File: src/rtl/tri_bbox_scanner.sv
// Bounding-box rasterizer front end: fetches triangles from the decoder and
// streams every on-screen pixel of each triangle's clipped bounding box in raster order.
module tri_bbox_scanner #(
  parameter int unsigned SCREEN_W = 640,
  parameter int unsigned SCREEN_H = 480
) (
  input  logic        clk,
  input  logic        reset,
  input  logic        data_ready,
  input  logic        frame_ready,
  input  logic [15:0] x1,
  input  logic [15:0] y1,
  input  logic [15:0] x2,
  input  logic [15:0] y2,
  input  logic [15:0] x3,
  input  logic [15:0] y3,
  input  logic [7:0]  TexNum,
  output logic        next_triangle,
  output logic        pix_valid,
  input  logic        pix_ready,
  output logic [15:0] pix_x,
  output logic [15:0] pix_y,
  output logic [7:0]  pix_tex,
  output logic        pix_last,
  output logic        frame_done,
  output logic        busy
);

  localparam int unsigned CW = 16;
  localparam int unsigned TW = 8;
  localparam logic [CW-1:0] XLIM = CW'(SCREEN_W - 1);
  localparam logic [CW-1:0] YLIM = CW'(SCREEN_H - 1);

  typedef enum logic [2:0] {
    S_IDLE,
    S_REQ,
    S_WAIT,
    S_CAPTURE,
    S_SETUP,
    S_SCAN,
    S_FRAME
  } state_t;

  state_t r_state;
  state_t w_state_next;

  logic [CW-1:0] r_vx1, r_vy1, r_vx2, r_vy2, r_vx3, r_vy3;
  logic [TW-1:0] r_tex;
  logic [CW-1:0] r_xmin, r_xmaxc, r_ymaxc;
  logic [CW-1:0] r_cx, r_cy;
  logic          r_last;
  logic          r_next_triangle, r_pix_valid, r_frame_done, r_busy;

  logic [CW-1:0] w_xmin, w_xmax, w_ymin, w_ymax, w_xmaxc, w_ymaxc;
  logic          w_offscreen;
  logic          w_accept, w_row_end, w_last_next;
  logic [CW-1:0] w_cx_next, w_cy_next;

  function automatic logic [CW-1:0] min3(input logic [CW-1:0] a,
                                         input logic [CW-1:0] b,
                                         input logic [CW-1:0] c);
    logic [CW-1:0] m;
    m = (a < b) ? a : b;
    return (c < m) ? c : m;
  endfunction

  function automatic logic [CW-1:0] max3(input logic [CW-1:0] a,
                                         input logic [CW-1:0] b,
                                         input logic [CW-1:0] c);
    logic [CW-1:0] m;
    m = (a > b) ? a : b;
    return (c > m) ? c : m;
  endfunction

  // Bounding box of the captured triangle, upper edges clipped to the screen
  always_comb begin
    w_xmin      = min3(r_vx1, r_vx2, r_vx3);
    w_xmax      = max3(r_vx1, r_vx2, r_vx3);
    w_ymin      = min3(r_vy1, r_vy2, r_vy3);
    w_ymax      = max3(r_vy1, r_vy2, r_vy3);
    w_xmaxc     = (w_xmax > XLIM) ? XLIM : w_xmax;
    w_ymaxc     = (w_ymax > YLIM) ? YLIM : w_ymax;
    w_offscreen = (w_xmin > w_xmaxc) || (w_ymin > w_ymaxc);
  end

  // Raster step to the following pixel
  always_comb begin
    w_accept    = r_pix_valid && pix_ready;
    w_row_end   = (r_cx == r_xmaxc);
    w_cx_next   = w_row_end ? r_xmin : r_cx + CW'(1);
    w_cy_next   = w_row_end ? r_cy + CW'(1) : r_cy;
    w_last_next = (w_cx_next == r_xmaxc) && (w_cy_next == r_ymaxc);
  end

  always_ff @(posedge clk or posedge reset) begin
    if (reset) r_state <= S_IDLE;
    else       r_state <= w_state_next;
  end

  always_comb begin
    w_state_next = r_state;
    case (r_state)
      S_IDLE:    w_state_next = S_REQ;
      S_REQ:     w_state_next = S_WAIT;
      S_WAIT: begin
        if (data_ready)       w_state_next = S_CAPTURE;
        else if (frame_ready) w_state_next = S_FRAME;
      end
      S_CAPTURE: w_state_next = S_SETUP;
      S_SETUP:   w_state_next = w_offscreen ? S_REQ : S_SCAN;
      S_SCAN:    if (w_accept && r_last) w_state_next = S_REQ;
      S_FRAME:   w_state_next = S_REQ;
      default:   w_state_next = S_IDLE;
    endcase
  end

  // Control outputs are registered from the next state so they line up with it
  always_ff @(posedge clk or posedge reset) begin
    if (reset) begin
      r_next_triangle <= 1'b0;
      r_pix_valid     <= 1'b0;
      r_frame_done    <= 1'b0;
      r_busy          <= 1'b0;
    end else begin
      r_next_triangle <= (w_state_next == S_REQ);
      r_pix_valid     <= (w_state_next == S_SCAN);
      r_frame_done    <= (w_state_next == S_FRAME);
      r_busy          <= (w_state_next == S_CAPTURE) || (w_state_next == S_SETUP) ||
                         (w_state_next == S_SCAN);
    end
  end

  always_ff @(posedge clk or posedge reset) begin
    if (reset) begin
      r_vx1   <= '0;
      r_vy1   <= '0;
      r_vx2   <= '0;
      r_vy2   <= '0;
      r_vx3   <= '0;
      r_vy3   <= '0;
      r_tex   <= '0;
      r_xmin  <= '0;
      r_xmaxc <= '0;
      r_ymaxc <= '0;
      r_cx    <= '0;
      r_cy    <= '0;
      r_last  <= 1'b0;
    end else begin
      if (r_state == S_CAPTURE) begin
        r_vx1 <= x1;
        r_vy1 <= y1;
        r_vx2 <= x2;
        r_vy2 <= y2;
        r_vx3 <= x3;
        r_vy3 <= y3;
        r_tex <= TexNum;
      end
      if ((r_state == S_SETUP) && !w_offscreen) begin
        r_xmin  <= w_xmin;
        r_xmaxc <= w_xmaxc;
        r_ymaxc <= w_ymaxc;
        r_cx    <= w_xmin;
        r_cy    <= w_ymin;
        r_last  <= (w_xmin == w_xmaxc) && (w_ymin == w_ymaxc);
      end
      // Counters move only on accept, so a stalled pixel holds stable
      if ((r_state == S_SCAN) && w_accept) begin
        if (r_last) begin
          r_last <= 1'b0;
        end else begin
          r_cx   <= w_cx_next;
          r_cy   <= w_cy_next;
          r_last <= w_last_next;
        end
      end
    end
  end

  assign next_triangle = r_next_triangle;
  assign pix_valid     = r_pix_valid;
  assign pix_x         = r_cx;
  assign pix_y         = r_cy;
  assign pix_tex       = r_tex;
  assign pix_last      = r_last;
  assign frame_done    = r_frame_done;
  assign busy          = r_busy;

endmodule

File: config.mk
export PLATFORM = sky130hd
export DESIGN_NAME = tri_bbox_scanner
export DESIGN_NICKNAME = d
export VERILOG_FILES = /design/src/rtl/tri_bbox_scanner.sv
export SDC_FILE = /design/constraint.sdc
export NUM_CORES = 1
export LEC_CHECK = 0
export CORE_ASPECT_RATIO = 0.7
export CORE_UTILIZATION = 52
export DETAILED_ROUTE_END_ITERATION = 6
export GPL_ROUTABILITY_DRIVEN = 0
export GPL_TIMING_DRIVEN = 0
export PLACE_DENSITY = 0.82
export SLEW_MARGIN = 10
export SYNTH_ARGS = -nofsm -noshare
export SYNTH_HDL_FRONTEND = slang
export SYNTH_SLANG_ARGS = --single-unit
export TNS_END_PERCENT = 20
File: constraint.sdc
create_clock -name clk -period 6.55 [get_ports clk]
set_input_delay 1.31 -clock clk [delete_from_list [all_inputs] [get_ports clk]]
set_output_delay 1.31 -clock clk [all_outputs]
set_load 0.05 [all_outputs]
[Word-level counts from Yosys, hierarchy flattened]
Cells that the tools add are included.
Storage, ports and cells
  input bits: 109
  register bits: 192
  logic and storage cells: 87
Operators by class
  $add $sub $neg: 2
  eq/ne operators: 16
  reductions and logical operators: 13
  $lt $le $gt $ge: 12
  muxes and demuxes: 26
Operators by type and width (number)
  two-way mux 16 bit: 18
  > comparator 16 bit: 6
  == test 16 bit: 5
  less-than comparator 16 bit: 4
  adder 16 x 1 -> 16 bit, second input constant: 2
  == test 3 bit, second input constant: 6
  case mux 3 bit (6 select lines): 1
  > comparator 16 x 10 -> 1 bit, second input constant: 1
  > comparator 16 x 9 -> 1 bit, second input constant: 1
  two-way mux 3 bit: 4
  == test 3 x 2 -> 1 bit, second input constant: 3
  == test 3 x 1 -> 1 bit, second input constant: 2
  logical AND 1 bit: 6
  zero test 3 bit: 1
  logical OR 1 bit: 3
  two-way mux 1 bit: 3
  nonzero test 2 bit: 1
  OR reduction 2 bit: 1
  zero test 1 bit: 1

[Longest topological paths before layout]
Gate-level depths: netlist of the first run.
  word-level depth: 13
  gate-level depth with buffers: 33
  gate-level depth less buffers: 29

[Worst setup path before layout of the first run]
Ideal clock, no wire load.
  path kind: flip-flop to flip-flop
  start: register r_vx1[11]
  end: register r_xmaxc[1]
  setup time: 0.124 ns
  arrival time: 6.634 ns
  setup slack: -0.208 ns
  cell stages (with the launch flop): 30
  data required time: 6.426 ns
  buffers on the path: 6
  cells stage by stage: dfrtp_1 ha_1 nand4_1 nor4_1 a21boi_2 a2111o_1 and2_1 buf_2 buf_1 buf_1 a21oi_1 ha_1 a21oi_1 nor2b_1 o21ai_0 o211ai_1 o31ai_2 nor3_1 nor2_1 buf_2 nor2_1 ha_1 nand3_1 or3_1 or3_1 nor3_1 o22ai_1 clkbuf_1 clkbuf_1 o31a_1
On the way
  longest elaborated chain between the ends: 10
  elaborated cells on any way between the ends: 14
  classes of those cells: 6 x order compare; 5 x mux; 3 x reduce/logical
Ends and longest elaborated chain
  start, declared: line 47  | logic [CW-1:0] r_vx1, r_vy1, r_vx2, r_vy2, r_vx3, r_vy3;
  start signal, assigned: line 135  | r_vx1 <= '0;
  start signal, assigned: line 150  | r_vx1 <= x1;
  > comparator 16 bit: line 71  | m = (a > b) ? a : b;
  two-way mux 16 bit: line 71
  > comparator 16 bit: line 72  | return (c > m) ? c : m;
  two-way mux 16 bit: line 72
  > comparator 16 x 10 -> 1 bit: line 81  | w_xmaxc = (w_xmax > XLIM) ? XLIM : w_xmax;
  two-way mux 16 bit: line 81
  > comparator 16 bit: line 83  | w_offscreen = (w_xmin > w_xmaxc) || (w_ymin > w_ymaxc);
  logical OR 1 bit: line 83
  zero test 1 bit: line 158  | if ((r_state == S_SETUP) && !w_offscreen) begin
  logical AND 1 bit: line 158
  end signal, assigned: line 160  | r_xmaxc <= w_xmaxc;
  end, declared: line 49  | logic [CW-1:0] r_xmin, r_xmaxc, r_ymaxc;
Several ways; a longest one is shown, not always the timed one.
A chain may end at the register's enable or synchronous reset.

[Final worst setup path of the first run]
  start: register r_vy2[11]
  end: register r_xmaxc[1]
On the way
  longest elaborated chain between the ends: 10
  elaborated cells on any way between the ends: 14
  classes of those cells: 6 x order compare; 5 x mux; 3 x reduce/logical
Ends and longest elaborated chain
  start, declared: line 47
  start signal, assigned: line 153  | r_vy2 <= y2;
  > comparator 16 bit: line 71
  two-way mux 16 bit: line 71
  > comparator 16 bit: line 72
  two-way mux 16 bit: line 72
  > comparator 16 x 9 -> 1 bit: line 82  | w_ymaxc = (w_ymax > YLIM) ? YLIM : w_ymax;
  two-way mux 16 bit: line 82
  > comparator 16 bit *: line 83
  logical OR 1 bit *: line 83
  zero test 1 bit *: line 158
  logical AND 1 bit *: line 158
Mark *: on every way between the ends. The rest lies on a longest branch, timed or not.

==> impl_metrics.ini, run 1 <==
[hold_path]
min_path_cells = 2
hp-class = reg -> reg

[global_routing]
grt_util_all_layers_pct = 31.6
grt_start_max_net_pins = 104
antenna_found_initial = 0
grt_pass1_wl_mm = 65.1
first_global_vias = 12200
grt_remaining_overflow = 0

[timing]
post-route-period-util_pct = 98.7
setup_viol = 0
timing.final.crit_period_ns = 6.47
hold_viol = 0
relSlewSlack_pct = 47.7
tightestPinTransition_ns = 0.784
drv_slew = 0
final.setup_skew_ns = 0.0154
clock.fmax_ghz = 0.155

[route]
drt_iter0_markers = 1622
dr.pass1.iters = 7
via_count = 12500
antenna_left = 0
vias_per_cell = 6.24
finalWirelength_mm = 42.2
drcViolationCount = 2
wire_per_inst_um = 21.1

[synth]
yosysUniqueCellTypes = 67
ys_top_cells_by_count = dfrtp_1 (192), ha_1 (128), nand2_1 (122), mux2_2 (118), inv_1 (98)
yosysWarnings = 0
synth_flop_cell = dfrtp_1
synth_top_area_cell = dfrtp_1
synth_top_cell_area_share_pct = 35.8
synth.most_common_cell = dfrtp_1
synth.area.top_cells = dfrtp_1 (36%), ha_1 (12%), mux2_2 (9.9%)
syn_area_sq_um = 13400
ys_seq_area_share_pct = 35.8
synthArstFlopShare_pct = 100
ys_ff_latch = 192
syn_inst = 1420
synth_edf_count = 0
avgSynthCellArea_sq_um = 9.44

[critical_path]
crit_path_max_incr_delay_ns = 0.45
cp.depth = 32
end_kind = flip-flop
worstSetupPathType = reg -> reg
path_buf_inv = 8
cp_top_family = compound AO/OA/AOI/OAI gates
cp-start-kind = flip-flop
critPathSlowestCell = dfrtp_1
crit_required_ns = 6.89
rrSetupSlack_ns = 0.08
arrival_ns = 6.81
worstRegToRegCells = 32
crit_path_max_fanout = 10

[layout]
antenna_cells = 0
fin_util_pct = 68.9
drive_gt1_share_pct = 21.0
layout.nets = 1895
fillCellCount = 1813
area_delta_synth_final_pct = 28.4

[cts]
cts_buffers = 17
cts_tree = done
clk_latency_ns = 0.46
cts.clk_slew.worst_paths_ns = 0.08
cts_buffer_depth = 2
cts_root_buffer = clkbuf_16
cts.sinks = 192
htreeDepth = 4

[floorplan]
io_pins = 154
rows = 48
die_x_um = 194
core_sq_um = 25000
start_util_pct = 53.7
dieHeight_um = 136
dieArea_sq_um = 26400

[flow_run]
maxCapViolCount = 0

[place]
portBuffers = 153
dp_hpwl_mm = 30.5

[outcome]
violations = DRC
status = finished with violations
-- registers in the layout, summed over array words and instances (netlist names) --
signal         count
r_xmin            16
busy               1
r_vx1             16
r_vy1             16
r_state            3
pix_valid          1
pix_y             16
r_vx3             16
pix_tex            8
frame_done         1
pix_x             16
pix_last           1
next_triangle      1
r_ymaxc           16
r_vy3             16
r_vx2             16
r_xmaxc           16
r_vy2             16
-- cell families (layout without fill, tap and decap cells) --
| kind of cell | count (synthesis) | after routing | share of synthesized area (%) |
|---|---|---|---|
| other cells | 1 | 13 | 0.0280 |
| xor+xnor | 71 | 71 | 4.64 |
| mux | 174 | 174 | 14.1 |
| fa+ha+maj | 128 | 128 | 11.9 |
| buf+inv | 159 | 398 | 4.62 |
| simple gates | 413 | 413 | 15.0 |
| flops | 192 | 192 | 35.8 |
| compound gates | 282 | 282 | 13.8 |
-- final timing paths --
check | endpoint | start
hold / removal | r_xmin[4] | r_xmin[4]
setup / recovery | r_xmaxc[1] | r_vy2[11]
max in group asynchronous | r_xmin[12] | reset
min in group asynchronous | r_vx3[6] | reset
hold reg to reg | r_xmin[4] | r_xmin[4]
setup reg to reg | r_xmaxc[1] | r_vy2[11]
-- final cells by class --
cell class / count / area (sq um) / area share [%]
inverter: 98 / 375 / 2.18
clock inverter: 14 / 164 / 0.952
sequential: 192 / 4810 / 27.9
clock buffer: 18 / 429 / 2.49
multi-input combinational: 1081 / 8650 / 50.3
buffer: 59 / 404 / 2.35
timing repair buffer: 209 / 1970 / 11.5
tap: 325 / 407 / 2.36
-- metal layers --
metal	global-route usage [%]	share of wire, %
met1	44.3	43
met2	48.6	43
met3	6.82	11
met4	10.3	2.5
met5	0	0
-- per-stage QoR --
| stage | worst slack, ns | TNS, ns | std cells | area (sq um) | hold slack, ns |
|---|---|---|---|---|---|
| final | 0.0823 | 0 | 1996 | 17200 | 0.491 |
| after global routing | -0.0942 | -2.05 | 1996 | 17200 | 0.523 |
| after CTS | 0.00270 | 0 | 1968 | 16600 | 0.486 |
| after detailed placement | -1.66 | -116.54 | 1911 | 15400 | 0.468 |
| after global placement | -2.40 | -559.04 | 1910 | 15400 | 0.460 |
| after floorplan | 0.0128 | 0 | 1432 | 13500 | 0.446 |
-- timing repair --
action	4_1_cts	5_1_grt
gates cloned	1	1
buffers inserted	26	27
pin swaps	17	37
setup endpoints to repair	85	85
gates resized for setup	100	119
hold buffers	0	0
-- cell usage in the layout (no fill, tap or decap), drive strengths merged, types with 3 or more instances in the layout --
master         netlist  final
and3                 4      4
o221a                9      9
o31ai                5      5
o22ai                4      4
o31a                11     11
nand2              122    122
nor2                92     92
clkinv               0      4
a221o                3      3
xnor2               55     55
conb                 1     13
nand3               50     50
clkdlybuf4s50        0    153
inv                 98    107
buf                 15     84
dfrtp              192    192
mux2i               54     54
mux2               120    120
ha                 128    128
or3                  5      5
nor3                15     15
or2                  4      4
a21o                34     34
o221ai               3      3
nor2b               12     12
and4                 5      5
o211ai              13     13
o21a                12     12
a211oi               6      6
clkbuf              46     49
a21oi               93     93
nand2b              13     13
xor2                16     16
nand4               40     40
o21ai               65     65
a221oi               3      3
and2                23     23
a2111oi              3      3
nor4                21     21
-- tightest hold or removal path: stages (launching register included) --
cell     delay (ns)
dfrtp_1        0.35
nand2_1        0.05
nand2_1        0.06
Power of run 1 is not shown: default switching activity piles up to over one toggle a cycle in this logic, so the estimate is an artifact.
==> inputs of run 2 (changes only) <==
--- a/config.mk
+++ b/config.mk
@@ -10,6 +10,7 @@
 export DETAILED_ROUTE_END_ITERATION = 6
 export GPL_ROUTABILITY_DRIVEN = 0
 export GPL_TIMING_DRIVEN = 0
+export MAX_ROUTING_LAYER = met4
 export PLACE_DENSITY = 0.82
 export SLEW_MARGIN = 10
 export SYNTH_ARGS = -nofsm -noshare
==> run 2 against run 1 <==
Compared with the run above:
- the run now ends clean
- sequential cell count stayed put
- global-route usage is 0.99 points higher
- cell area decreased by 1.1%
- setup slack worse by 0.034 ns
- wire length shrank 1.2%
- clock-buffer cell count is the same
- core utilization fell by 0.75 points
- cell count is 0.30% lower
- largest cell class unchanged
==> impl_metrics.ini, run 2 (synthesized netlist as in run 1, its figures left out) <==
[route]
finalWirelength_mm = 41.7
wire_per_inst_um = 21.0
dr.pass1.iters = 6
antenna_left = 0
via_count = 12400
drcViolationCount = 0
vias_per_cell = 6.21
drt_iter0_markers = 1687

[critical_path]
arrival_ns = 6.84
r2r-end = r_xmaxc[1]
crit_required_ns = 6.89
path_buf_inv = 5
r2r-start = r_vx1[12]
crit_start = r_vx1[12]
cp-start-kind = flip-flop
worstRegToRegCells = 28
end_kind = flip-flop
crit_path_max_incr_delay_ns = 0.45
rrSetupSlack_ns = 0.05
crit_path_max_fanout = 10
worstSetupPathType = reg -> reg
critPathSlowestCell = dfrtp_2
cp_top_family = compound AO/OA/AOI/OAI gates

[timing]
timing.final.crit_period_ns = 6.50
hold_viol = 0
final.setup_skew_ns = 0.0161
relSlewSlack_pct = 47.1
tightestPinTransition_ns = 0.794
setup_viol = 0
rsz0062_at_grt = yes
timing.hold.ws_ns = 0.493
setup-tns-final_ns = 0
clock.fmax_ghz = 0.154
post-route-period-util_pct = 99.3
drv_slew = 0

[layout]
mostFrequentLayoutCells = dfrtp_1 (189), clkdlybuf4s50_1 (153), ha_1 (121), nand2_1 (118), mux2_2 (118)
final_common_cell = dfrtp_1
fillCellCount = 1830
fin_util_pct = 68.2
drive_gt1_share_pct = 19.5
layout.nets = 1889
antenna_cells = 0
instances_no_fill = 1990
area_delta_synth_final_pct = 27.0

[global_routing]
grt_start_max_net_pins = 104
antenna_found_initial = 0
gr-usage-met1_pct = 44.8
grt_pass1_wl_mm = 65.1
met3_usage_pct = 6.50
grt_util_all_layers_pct = 32.6
grt_remaining_overflow = 0
grt-busiest-layer = met2
first_global_vias = 12200
met2_usage_pct = 48.5

[hold_path]
hold_end = r_xmin[15]
hp-class = reg -> reg
hold_start = r_xmin[15]
min_path_cells = 2

[outcome]
status = complete, no violations

[cts]
cts_buffers = 17
clk_latency_ns = 0.47
cts_tree = done
cts_buffer_depth = 2
cts_root_buffer = clkbuf_16
cts.clk_slew.worst_paths_ns = 0.08
htreeDepth = 4
cts.sinks = 192

[flow_run]
maxCapViolCount = 0

[floorplan]
rows = 48
io_pins = 154
start_util_pct = 53.7
dieHeight_um = 136
dieArea_sq_um = 26400
core_sq_um = 25000
die_x_um = 194

[place]
portBuffers = 153
dp_hpwl_mm = 30.5
dp.cells = 1911
run 2: changes by cell type in the layout (fill, tap and decap cells not counted), sizes merged:
cell	previous run	this run
buf	84	77
clkbuf	49	50
run 2: worst max-delay path by stage:
stage / endpoint / slack [ns] / depth (start not counted)
after floorplan: busy / 0.01 / 1
after global routing: r_xmaxc[1] / -0.15 / 29
after CTS: pix_x[15] / 0.003 / 33
after detailed placement: pix_x[15] / -1.66 / 30
after global placement: r_vy1[13] / -2.40 / 2
final: r_xmaxc[1] / 0.05 / 28
run 2: tightest hold or removal path, cell delays in order, from the launching register on:
cell     delay, ns
dfrtp_1       0.35
nand2_1       0.05
nand2_1       0.06
run 2: cell type report:
class                           count  area [sq um]  share of cell area [%]
Multi-Input combinational cell   1081          8520                    50.0
Clock buffer                       18           429                    2.52
Sequential cell                   192          4810                    28.2
Clock inverter                     14           164                   0.962
Timing Repair Buffer              203          1930                    11.3
Tap cell                          325           407                    2.39
Inverter                           98           375                    2.20
Buffer                             59           398                    2.34
run 2: through the flow:
step / setup WS [ns] / instance area [sq um]
final: 0.0488 / 17000
after global routing: -0.151 / 17000
after CTS: 0.00270 / 16600
after detailed placement: -1.66 / 15400
after global placement: -2.40 / 15400
after floorplan: 0.0128 / 13500
run 2: what timing repair did:
| action | 4_1_cts | 5_1_grt |
|---|---|---|
| pin swaps | 17 | 30 |
| buffers inserted | 26 | 22 |
| gates cloned | 1 | 0 |
| resized for setup | 100 | 94 |
| hold buffers | 0 | 0 |
| endpoints found under the setup margin | 85 | 85 |
run 2: metal layers:
layer	routed length, um	up-vias
met5	0	-
met4	905	0
met1	18400	5974
met2	18100	747
li1	-	5541
met3	4280	97
Power of run 2 is left out for the same reason.
